<file path="src/rtl/obm_dma_controller_pkg.sv">
// Shared definitions for the OBM DMA controller: VRAM geometry and FSM encoding.
package obm_dma_controller_pkg;

    localparam int          VRAM_ADDR_WIDTH = 12;
    localparam logic [11:0] OBM_BASE_ADDR   = 12'h800;
    localparam int          OBM_BYTES       = 256;

    typedef logic [1:0] dma_state_t;

    localparam dma_state_t IDLE  = 2'd0;
    localparam dma_state_t FETCH = 2'd1;
    localparam dma_state_t WRITE = 2'd2;
    localparam dma_state_t DONE  = 2'd3;

endpackage

</file>
<file path="src/rtl/obm_dma_controller_if.sv">
// CPU bus, system-memory read port and foreground VRAM write port seen by the DMA block.
interface obm_dma_controller_if;
    import obm_dma_controller_pkg::*;

    logic                       writable;
    logic                       cpu_we;
    logic [VRAM_ADDR_WIDTH-1:0] cpu_addr;
    logic [7:0]                 cpu_data;
    logic                       dma_start;
    logic [7:0]                 dma_page;
    logic                       mem_req;
    logic [15:0]                mem_addr;
    logic                       mem_ack;
    logic [7:0]                 mem_rdata;
    logic                       vram_we;
    logic [VRAM_ADDR_WIDTH-1:0] vram_addr;
    logic [7:0]                 vram_data;
    logic                       busy;
    logic                       done;

    // Controller side.
    modport master (
        input  writable, cpu_we, cpu_addr, cpu_data, dma_start, dma_page,
        input  mem_ack, mem_rdata,
        output mem_req, mem_addr, vram_we, vram_addr, vram_data, busy, done
    );

    // Environment side (CPU, memory, foreground).
    modport slave (
        output writable, cpu_we, cpu_addr, cpu_data, dma_start, dma_page,
        output mem_ack, mem_rdata,
        input  mem_req, mem_addr, vram_we, vram_addr, vram_data, busy, done
    );

endinterface

</file>
<file path="src/rtl/obm_dma_controller.sv">
// Copies one 256-byte system-memory page into OBM, sharing the VRAM write port
// with the CPU. The CPU always wins the port; the DMA simply waits a cycle.
module obm_dma_controller
    import obm_dma_controller_pkg::*;
#(
    parameter int                         NUM_BYTES = OBM_BYTES,
    parameter logic [VRAM_ADDR_WIDTH-1:0] OBM_BASE  = OBM_BASE_ADDR
) (
    input  logic                 clk,
    input  logic                 rst,
    obm_dma_controller_if.master bus
);

    localparam logic [7:0] LAST_IDX = 8'(NUM_BYTES - 1);

    dma_state_t state_q, state_d;
    logic [7:0] idx_q,   idx_d;
    logic [7:0] page_q,  page_d;
    logic [7:0] buf_q,   buf_d;
    logic       dma_we;

    // DMA owns the port only when the window is open and the CPU is not writing.
    assign dma_we = (state_q == WRITE) && bus.writable && !bus.cpu_we;

    // Transfer sequencing: one fetch then one write per byte.
    always_comb begin
        state_d = state_q;
        idx_d   = idx_q;
        page_d  = page_q;
        buf_d   = buf_q;
        case (state_q)
            IDLE: begin
                if (bus.dma_start) begin
                    page_d  = bus.dma_page;
                    idx_d   = 8'd0;
                    state_d = FETCH;
                end
            end
            FETCH: begin
                if (bus.mem_ack) begin
                    buf_d   = bus.mem_rdata;
                    state_d = WRITE;
                end
            end
            WRITE: begin
                if (dma_we) begin
                    if (idx_q == LAST_IDX) begin
                        state_d = DONE;
                    end else begin
                        idx_d   = idx_q + 8'd1;
                        state_d = FETCH;
                    end
                end
            end
            default: state_d = IDLE;
        endcase
    end

    // State registers; reset abandons any transfer without a done pulse.
    always_ff @(posedge clk or negedge rst) begin
        if (!rst) begin
            state_q <= IDLE;
            idx_q   <= 8'd0;
            page_q  <= 8'd0;
            buf_q   <= 8'd0;
        end else begin
            state_q <= state_d;
            idx_q   <= idx_d;
            page_q  <= page_d;
            buf_q   <= buf_d;
        end
    end

    // Request is a pure function of state, so it stays stable until acked.
    assign bus.mem_req  = (state_q == FETCH);
    assign bus.mem_addr = {page_q, idx_q};
    assign bus.busy     = (state_q != IDLE);
    assign bus.done     = (state_q == DONE);

    // VRAM write port mux: CPU first, DMA otherwise.
    always_comb begin
        bus.vram_we   = 1'b0;
        bus.vram_addr = OBM_BASE + VRAM_ADDR_WIDTH'(idx_q);
        bus.vram_data = buf_q;
        if (bus.cpu_we) begin
            bus.vram_we   = 1'b1;
            bus.vram_addr = bus.cpu_addr;
            bus.vram_data = bus.cpu_data;
        end else if (dma_we) begin
            bus.vram_we   = 1'b1;
        end
    end

endmodule
</file>
<file path="src/flat_wrapper.sv">
// flat-port wrapper written by rule: the top's interface ports become plain ports
module obm_dma_controller_flat import obm_dma_controller_pkg::*;
#(
    parameter int                         NUM_BYTES = OBM_BYTES,
    parameter logic [VRAM_ADDR_WIDTH-1:0] OBM_BASE  = OBM_BASE_ADDR
)
  (clk, rst, bus_writable, bus_cpu_we, bus_cpu_addr, bus_cpu_data, bus_dma_start, bus_dma_page, bus_mem_ack, bus_mem_rdata, bus_mem_req, bus_mem_addr, bus_vram_we, bus_vram_addr, bus_vram_data, bus_busy, bus_done);
  obm_dma_controller_if bus_i ();
  input  logic clk;
  input  logic rst;
  input wire logic [$bits(bus_i.writable)-1:0] bus_writable;
  input wire logic [$bits(bus_i.cpu_we)-1:0] bus_cpu_we;
  input wire logic [$bits(bus_i.cpu_addr)-1:0] bus_cpu_addr;
  input wire logic [$bits(bus_i.cpu_data)-1:0] bus_cpu_data;
  input wire logic [$bits(bus_i.dma_start)-1:0] bus_dma_start;
  input wire logic [$bits(bus_i.dma_page)-1:0] bus_dma_page;
  input wire logic [$bits(bus_i.mem_ack)-1:0] bus_mem_ack;
  input wire logic [$bits(bus_i.mem_rdata)-1:0] bus_mem_rdata;
  output wire logic [$bits(bus_i.mem_req)-1:0] bus_mem_req;
  output wire logic [$bits(bus_i.mem_addr)-1:0] bus_mem_addr;
  output wire logic [$bits(bus_i.vram_we)-1:0] bus_vram_we;
  output wire logic [$bits(bus_i.vram_addr)-1:0] bus_vram_addr;
  output wire logic [$bits(bus_i.vram_data)-1:0] bus_vram_data;
  output wire logic [$bits(bus_i.busy)-1:0] bus_busy;
  output wire logic [$bits(bus_i.done)-1:0] bus_done;
  assign bus_i.writable = bus_writable;
  assign bus_i.cpu_we = bus_cpu_we;
  assign bus_i.cpu_addr = bus_cpu_addr;
  assign bus_i.cpu_data = bus_cpu_data;
  assign bus_i.dma_start = bus_dma_start;
  assign bus_i.dma_page = bus_dma_page;
  assign bus_i.mem_ack = bus_mem_ack;
  assign bus_i.mem_rdata = bus_mem_rdata;
  assign bus_mem_req = bus_i.mem_req;
  assign bus_mem_addr = bus_i.mem_addr;
  assign bus_vram_we = bus_i.vram_we;
  assign bus_vram_addr = bus_i.vram_addr;
  assign bus_vram_data = bus_i.vram_data;
  assign bus_busy = bus_i.busy;
  assign bus_done = bus_i.done;
  obm_dma_controller #(.NUM_BYTES(NUM_BYTES), .OBM_BASE(OBM_BASE)) u_core (.clk(clk), .rst(rst), .bus(bus_i));
endmodule
</file>
<file path="config.mk">
export PLATFORM = sky130hd
export DESIGN_NAME = obm_dma_controller_flat
export DESIGN_NICKNAME = d
export VERILOG_FILES = /design/src/rtl/obm_dma_controller_pkg.sv /design/src/rtl/obm_dma_controller_if.sv /design/src/rtl/obm_dma_controller.sv /design/src/flat_wrapper.sv
export SDC_FILE = /design/constraint.sdc
export NUM_CORES = 1
export LEC_CHECK = 0
export CELL_PAD_IN_SITES_DETAIL_PLACEMENT = 1
export CELL_PAD_IN_SITES_GLOBAL_PLACEMENT = 1
export CORE_MARGIN = 2
export CORE_UTILIZATION = 25
export CTS_BUF_LIST = sky130_fd_sc_hd__clkbuf_16
export DETAILED_ROUTE_END_ITERATION = 8
export GPL_ROUTABILITY_DRIVEN = 0
export GPL_TIMING_DRIVEN = 0
export PLACE_DENSITY = 0.77
export REMOVE_ABC_BUFFERS = 1
export SLEW_MARGIN = 20
export SYNTH_ARGS = -nofsm -noshare
export SYNTH_HDL_FRONTEND = slang
export SYNTH_SLANG_ARGS = --single-unit
</file>
<file path="constraint.sdc">
create_clock -name clk -period 1.5 [get_ports clk]
set_input_delay 0.15 -clock clk [delete_from_list [all_inputs] [get_ports clk]]
set_output_delay 0.15 -clock clk [all_outputs]
set_load 0.05 [all_outputs]
</file>
==> run summary <==
For this configuration, the core starts out at a cell density of 26.3%. The height of the chip was 80.5 um; the post-layout instance count excluding filler cells was 288. Data on the critical path is required at its endpoint by 1.64 ns. Count of H-tree levels built during CTS: 1.

The total standard cell area after synthesis came out at 1460 um^2. The tools report the number of sinks on the clock net as 26. The number of failing setup endpoints in the final timing report is 1, and the total global-route track usage is 13.8%.

In this run the remaining antenna-violating nets after routing total 0. The cell type group with the largest total delay on the critical path is compound AO/OA/AOI/OAI gates. The buffer depth of the longest clock path is 2, and the width of the die is 80.5 um. The number of fill cells came out at 625. The tools report the setup clock skew after layout as 0.00366 ns. The tools report the maximum vdd drop as 0.000831 V.

Detailed placement ended at an HPWL of 3.00 mm. The worst hold path passes through 3 cells. Headroom to the max-slew limit came out at 60.0%.

The worst setup path is captured at a flop. The number of cells on the worst reg-to-reg path is 4. The region available for standard cell placement spans 5570 um^2. The overall overflow remaining after global route was 0. The top cell types in the final layout, fill and taps aside, are clkdlybuf4s50_1, mux2_2, dlygate4sd2_1, dfrtp_1, buf_4. For this design the static power due to leakage is 1.14 nW. Dividing the synthesized area by the synthesized cell count gives 11.7 um^2. The cell at the slowest stage of the critical path is dfrtp_2. The number of synthesized register bits was 26.

The achievable clock frequency came out at 656 MHz. TritonCTS built the clock tree. The most frequent standard cell in the layout excluding fill and tap cells was clkdlybuf4s50_1. The critical path data arrival time is 1.66 ns. The clock input transition at the sequential cells of the worst setup and hold paths was 0.06 ns; the final net count was 261. CTS placed an instance of clkbuf_16 at the clock tree root. During synthesis, Yosys emitted a total of 0 warnings. The average wire per standard cell is 14.7 um, and the fraction of layout instances using a drive strength above 1 is 38.0%. After detailed routing, the number of remaining DRC violations is 0. The floorplan has 27 rows. The class of the worst hold path was in2reg. The signal on the critical path passes through and4_4, and4_4, a21bo_1, a221o_1. The switching part of the total power is 44.9%. The critical path is of the reg2reg type.

The via count of the first global-routing pass came out at 1,470. For the relative contribution of sequential cells to total power, the log shows 28.2%. For the post-route core utilization, the log shows 45.0%. The first-pass detailed-route iteration total came out at 4.

Entering global routing, the biggest net connects 27 pins. Compared with the post-synthesis result, the final layout area differs by 71.5%. The final route contains 1,336 vias.

The tools report the final number of hold-violating endpoints as 0. The tools report the cell count after placement as 273. Final count of pins violating max slew: 0.

The first global-routing pass estimated 7.06 mm of wire. Max-cap violations in this run came to 0. Of all flip-flops after synthesis, the portion carrying an async set or reset was 100%. The first routing iteration left 29 violations.

Counting stages on the worst path, the most repeated cell is and4_4. Counting flops with a built-in enable in the synthesized netlist gives 0. The checks that failed: setup timing. The critical path runs through a total of 4 cells. Maximum net fanout on the critical path: 8. The final worst-path setup slack was -0.0245 ns. The run finished, with violations left. The count of pins on the block boundary was 82. Number of vias per cell: 4.64. After synthesis, the netlist uses 37 different library cells. The worst slack at placement came out at -1.15 ns. The wire length after detailed routing was 4.24 mm; the total buffers and inverters traversed by the critical path was 0. At the pin with the least slew margin, the transition time is 0.600 ns. The port buffer count works out to 81.

Number of antenna cells inserted: 0. Summed over all nets, the switching power comes to 1.85 mW. In the finished design, the share of the clock period the worst path needs comes to 102%. The delay of the slowest cell on the worst path works out to 0.46 ns.

Combinational logic burns 57.8% of the power. Die footprint: 6480 um^2. For the number of antenna violations at the first check in global routing, the log shows 0. The tools report the design internal power as 2.28 mW. The minimum period implied by the final worst setup slack is 1.52 ns.

The run gives 0.25 ns as the insertion delay of the later-clocked pin in the worst-skew pair. The power density over the cells works out to 1650 nW/um^2. After routing, the total negative slack on setup checks comes to -0.0245 ns. Of the synthesized area, sequential elements account for 44.4%. The most instantiated flip-flop cell in the synthesis netlist is dfrtp_1. The worst setup path is launched from a flop. Setup repair after global routing could not meet its margin everywhere. The proportion of power drawn by the clock network is 14.0%, and the post-synthesis instance total is 125.

The run gives 3 as the total CTS buffers.
==> path summary, 6_finish.rpt <==
kind	from	to	slack, ns
worst min-delay path	bus_writable	u_core.idx_q[2]	0.34
max in group asynchronous	rst	u_core.state_q[0]	0.64
worst max-delay path	u_core.idx_q[4]	u_core.idx_q[7]	-0.02
worst max register to register	u_core.idx_q[4]	u_core.idx_q[7]	-0.02
worst min register to register	u_core.page_q[7]	u_core.page_q[7]	0.51
min in group asynchronous	rst	u_core.idx_q[3]	0.43
==> power by group through the flow <==
| stage | sequential [mW] | combinational [mW] | clock, mW |
|---|---|---|---|
| after floorplan | 1.58 | 1.10 | 0 |
| after global placement | 1.16 | 2.28 | 0 |
| after detailed placement | 1.17 | 2.31 | 0 |
| after CTS | 1.16 | 2.24 | 0.605 |
| after global routing | 1.21 | 2.53 | 0.638 |
| final | 1.17 | 2.39 | 0.578 |
==> sequential cells by signal, indices dropped and copies added, names as in the netlist <==
name            count
u_core.buf_q        8
u_core.page_q       8
u_core.idx_q        8
u_core.state_q      2
==> through the flow <==
step                      instance area, um^2  total power, mW  hold WS [ns]
after floorplan                          1430             2.68        -0.146
after global placement                   2330             3.44         0.488
after detailed placement                 2330             3.48         0.200
after CTS                                2420             4.01         0.459
after global routing                     2510             4.38         0.357
final                                    2510             4.13         0.335
==> synth_stat cells (2+ instances only) <==
cell type / number / share of area (%)
a21o_1: 2 / 1.0
a21oi_1: 4 / 1.4
a31oi_1: 3 / 1.3
and2_1: 5 / 2.1
and3_1: 2 / 0.85
and4_4: 2 / 1.5
buf_2: 3 / 1.0
dfrtp_1: 26 / 44
inv_1: 5 / 1.3
mux2_2: 30 / 23
nand2_1: 5 / 1.3
nand2b_1: 4 / 1.7
nand3_1: 3 / 1.0
nor2_1: 4 / 1.0
o21ai_0: 5 / 1.7
==> kinds of logic after synthesis <==
| family | Yosys count | share of synthesized area [%] |
|---|---|---|
| AND/OR/NAND/NOR | 34 | 15.3 |
| multiplexers | 30 | 23.1 |
| flip-flops | 26 | 44.4 |
| AO/OA/AOI/OAI | 24 | 13.0 |
| buffers and inverters | 10 | 3.33 |
| adder cells (fa/ha/maj) | 1 | 0.855 |
==> tightest hold or removal path, cell delays in order <==
cell and delay [ns]:
dlymetal6s2s_1 0.20, nand4bb_4 0.14, o2bb2ai_1 0.06
==> what timing repair did <==
action,CTS,global route
resized for setup,95,29
hold buffers,1,0
setup endpoints to repair,58,28
endpoints found under the hold margin,26,0
buffers inserted,5,6
pin swaps,2,4
==> layout make-up <==
type	count	area (um^2)	area share, %
inverter	5	18.8	0.748
sequential	26	661	26.3
clock buffer	3	75.1	2.99
multi-input combinational	89	835	33.3
timing repair buffer	93	831	33.1
tap	72	90.1	3.59
==> per-layer routing <==
| metal | up-vias | part of all wire [%] | routed length, um | track usage [%] |
|---|---|---|---|---|
| met4 | 0 | 0.42 | 18 | 3.22 |
| met5 | - | 0 | 0 | 0 |
| met1 | 656 | 41 | 1760 | 16.7 |
| met3 | 2 | 7.6 | 322 | 3.15 |
| met2 | 45 | 51 | 2140 | 24.8 |
| li1 | 633 | - | - | - |
Power figures use the tool's default switching activity.
==> patch, RTL diff (same settings) <==
`VRAM_ADDR_WIDTH`: 12 -> 14.
--- a/src/rtl/obm_dma_controller_pkg.sv
+++ b/src/rtl/obm_dma_controller_pkg.sv
@@ -1,7 +1,7 @@
 // Shared definitions for the OBM DMA controller: VRAM geometry and FSM encoding.
 package obm_dma_controller_pkg;
 
-    localparam int          VRAM_ADDR_WIDTH = 12;
+    localparam int          VRAM_ADDR_WIDTH = 14;
     localparam logic [11:0] OBM_BASE_ADDR   = 12'h800;
     localparam int          OBM_BYTES       = 256;
 
Interface: changed (resized bus_cpu_addr and bus_vram_addr); port bits go from 82 to 86. No check against the original RTL was run, so the function may have changed too.
==> patch against the unedited design <==
Sequential cell count stayed put; synthesized area is 0.94% higher; worst setup slack improved by 0.042 ns; routed wire length decreased by 2.6%; die area is 0.90% higher; critical path type unchanged; total power fell by 1.4%; count of clock-buffer cells in the layout did not move; clock power is 3.6% higher; core utilization is 1.2 points lower; cell area increased by 1.6%; final cell count is 2.8% higher.
==> patch: results (changes against the unedited design) <==
<table>
<tr><th>Metric</th><th>Value</th></tr>
<tr><th colspan="2">STA</th></tr>
<tr><td>Fraction of the cycle the final worst path needs</td><td>98.8% (-2.8 points)</td></tr>
<tr><td>Max-slew headroom</td><td>59.3% (-0.70 points)</td></tr>
<tr><td>Post-Route Skew</td><td>0.00336 ns (-0.000301 ns)</td></tr>
<tr><td>WHS</td><td>0.426 ns (+0.0906 ns)</td></tr>
<tr><th colspan="2">Critical path</th></tr>
<tr><td>Setup slack, reg-to-reg</td><td>0.02 ns (+0.04 ns)</td></tr>
<tr><td>Arr. time, crit path</td><td>1.62 ns (-0.04 ns)</td></tr>
<tr><td>Critical Path Fanout Max</td><td>3 (-5)</td></tr>
<tr><td>Slowest Stage Delay on Critical Path</td><td>0.42 ns (-0.04 ns)</td></tr>
<tr><th colspan="2">Global routing</th></tr>
<tr><td>Via count of the first global-routing pass</td><td>1419 (-3.5%)</td></tr>
<tr><td>Global routing usage summed across all routing layers</td><td>13.1% (-0.68 points)</td></tr>
<tr><td>Wire length of the first global-routing pass</td><td>6770 um (-4.1%)</td></tr>
<tr><td>Largest net degree at the start of global routing</td><td>29 (+7.4%)</td></tr>
<tr><th colspan="2">Hold path</th></tr>
<tr><td>Hold path endpoint</td><td>u_core.state_q[1]</td></tr>
<tr><td>Startpoint of the most critical hold path</td><td>bus_cpu_we</td></tr>
<tr><th colspan="2">Status</th></tr>
<tr><td>Status</td><td>completed</td></tr>
<tr><th colspan="2">Routing</th></tr>
<tr><td>First DRT Iteration DRCs</td><td>22 (-24%)</td></tr>
<tr><td>1st-pass router iterations</td><td>2 (-2)</td></tr>
<tr><th colspan="2">Yosys</th></tr>
<tr><td>Dominant cells by area after synthesis</td><td>dfrtp_1 44%, mux2_2 23%, and2_1 3.0%, a41oi_4 1.9%, nand2b_1 1.7%</td></tr>
<tr><td>Unique masters post-synth</td><td>38 (+2.7%)</td></tr>
<tr><td>Mean cell area of the mapped netlist</td><td>11.6 um^2 (-0.65%)</td></tr>
<tr><td>Sequential fraction of the synthesis area</td><td>44.0% (-0.41 points)</td></tr>
<tr><th colspan="2">Place</th></tr>
<tr><td>Worst slack, placed</td><td>-1.15 ns (+0.00346 ns)</td></tr>
<tr><td>Number of port buffers</td><td>85 (+4.9%)</td></tr>
<tr><td>Placed inst area</td><td>2390 um^2 (+2.4%)</td></tr>
<tr><td>Half-perimeter wire length of the detailed placement result</td><td>3000 um (+0.18%)</td></tr>
<tr><th colspan="2">Final layout</th></tr>
<tr><td>Fraction of layout instances using a drive strength above 1</td><td>35.7% (-2.2 points)</td></tr>
<tr><td># nets final</td><td>267 (+2.3%)</td></tr>
<tr><th colspan="2">Power and ir drop</th></tr>
<tr><td>P_int</td><td>2230 uW (-2.2%)</td></tr>
</table>
-- patch: changes by cell type in the layout (fill, tap and decap cells not counted), sizes merged --
cell,unedited run,this run
clkdlybuf4s50,38,41
dlygate4sd2,24,27
clkinv,0,1
buf,22,19
and2,5,7
dlymetal6s2s,1,0
-- patch: per-layer routing --
metal / share of wire (%) / global-route usage [%] / vias up
met5: 0 / 0 / -
met4: 0.36 / 2.03 / 0
met3: 6.2 / 2.67 / 2
met2: 51 / 24.1 / 45
met1: 43 / 16.1 / 653
li1: - / - / 645
-- patch: layout make-up --
class | instances | area (um^2)
clock buffers | 3 | 75.1
clock inverters | 1 | 3.75
fillers | 671 | 3270
inverters | 5 | 18.8
multi-input cells | 91 | 842
flip-flops and latches | 26 | 659
well taps | 75 | 93.8
repair buffers | 95 | 857
-- patch: power by group through the flow --
| stage | clock network (uW) | registers [uW] | logic, uW |
|---|---|---|---|
| floorplan | 0 | 1580 | 1110 |
| global placement | 0 | 1160 | 2310 |
| detailed placement | 0 | 1170 | 2340 |
| CTS | 635 | 1170 | 2250 |
| global route | 650 | 1220 | 2440 |
| finish | 599 | 1170 | 2310 |
-- patch: kinds of logic (layout without fill, tap and decap cells) --
kind of cell / count (synthesis) / after routing / synth area share (%)
and+or+nand+nor: 36 / 36 / 16.0
muxes: 30 / 30 / 22.9
DFF: 26 / 26 / 44.0
AOI/OAI and AO/OA: 24 / 24 / 12.9
buffers and inverters: 10 / 104 / 3.39
adders and majority gates: 1 / 1 / 0.847
-- patch: timing repair --
action                     4_1_cts  5_1_grt
resized for setup               99       19
setup endpoints to repair       59       19
hold buffers                     1        0
hold endpoints to repair        26        0
buffers inserted                 7        2
gates cloned                     0        0
pin swaps                        4        4
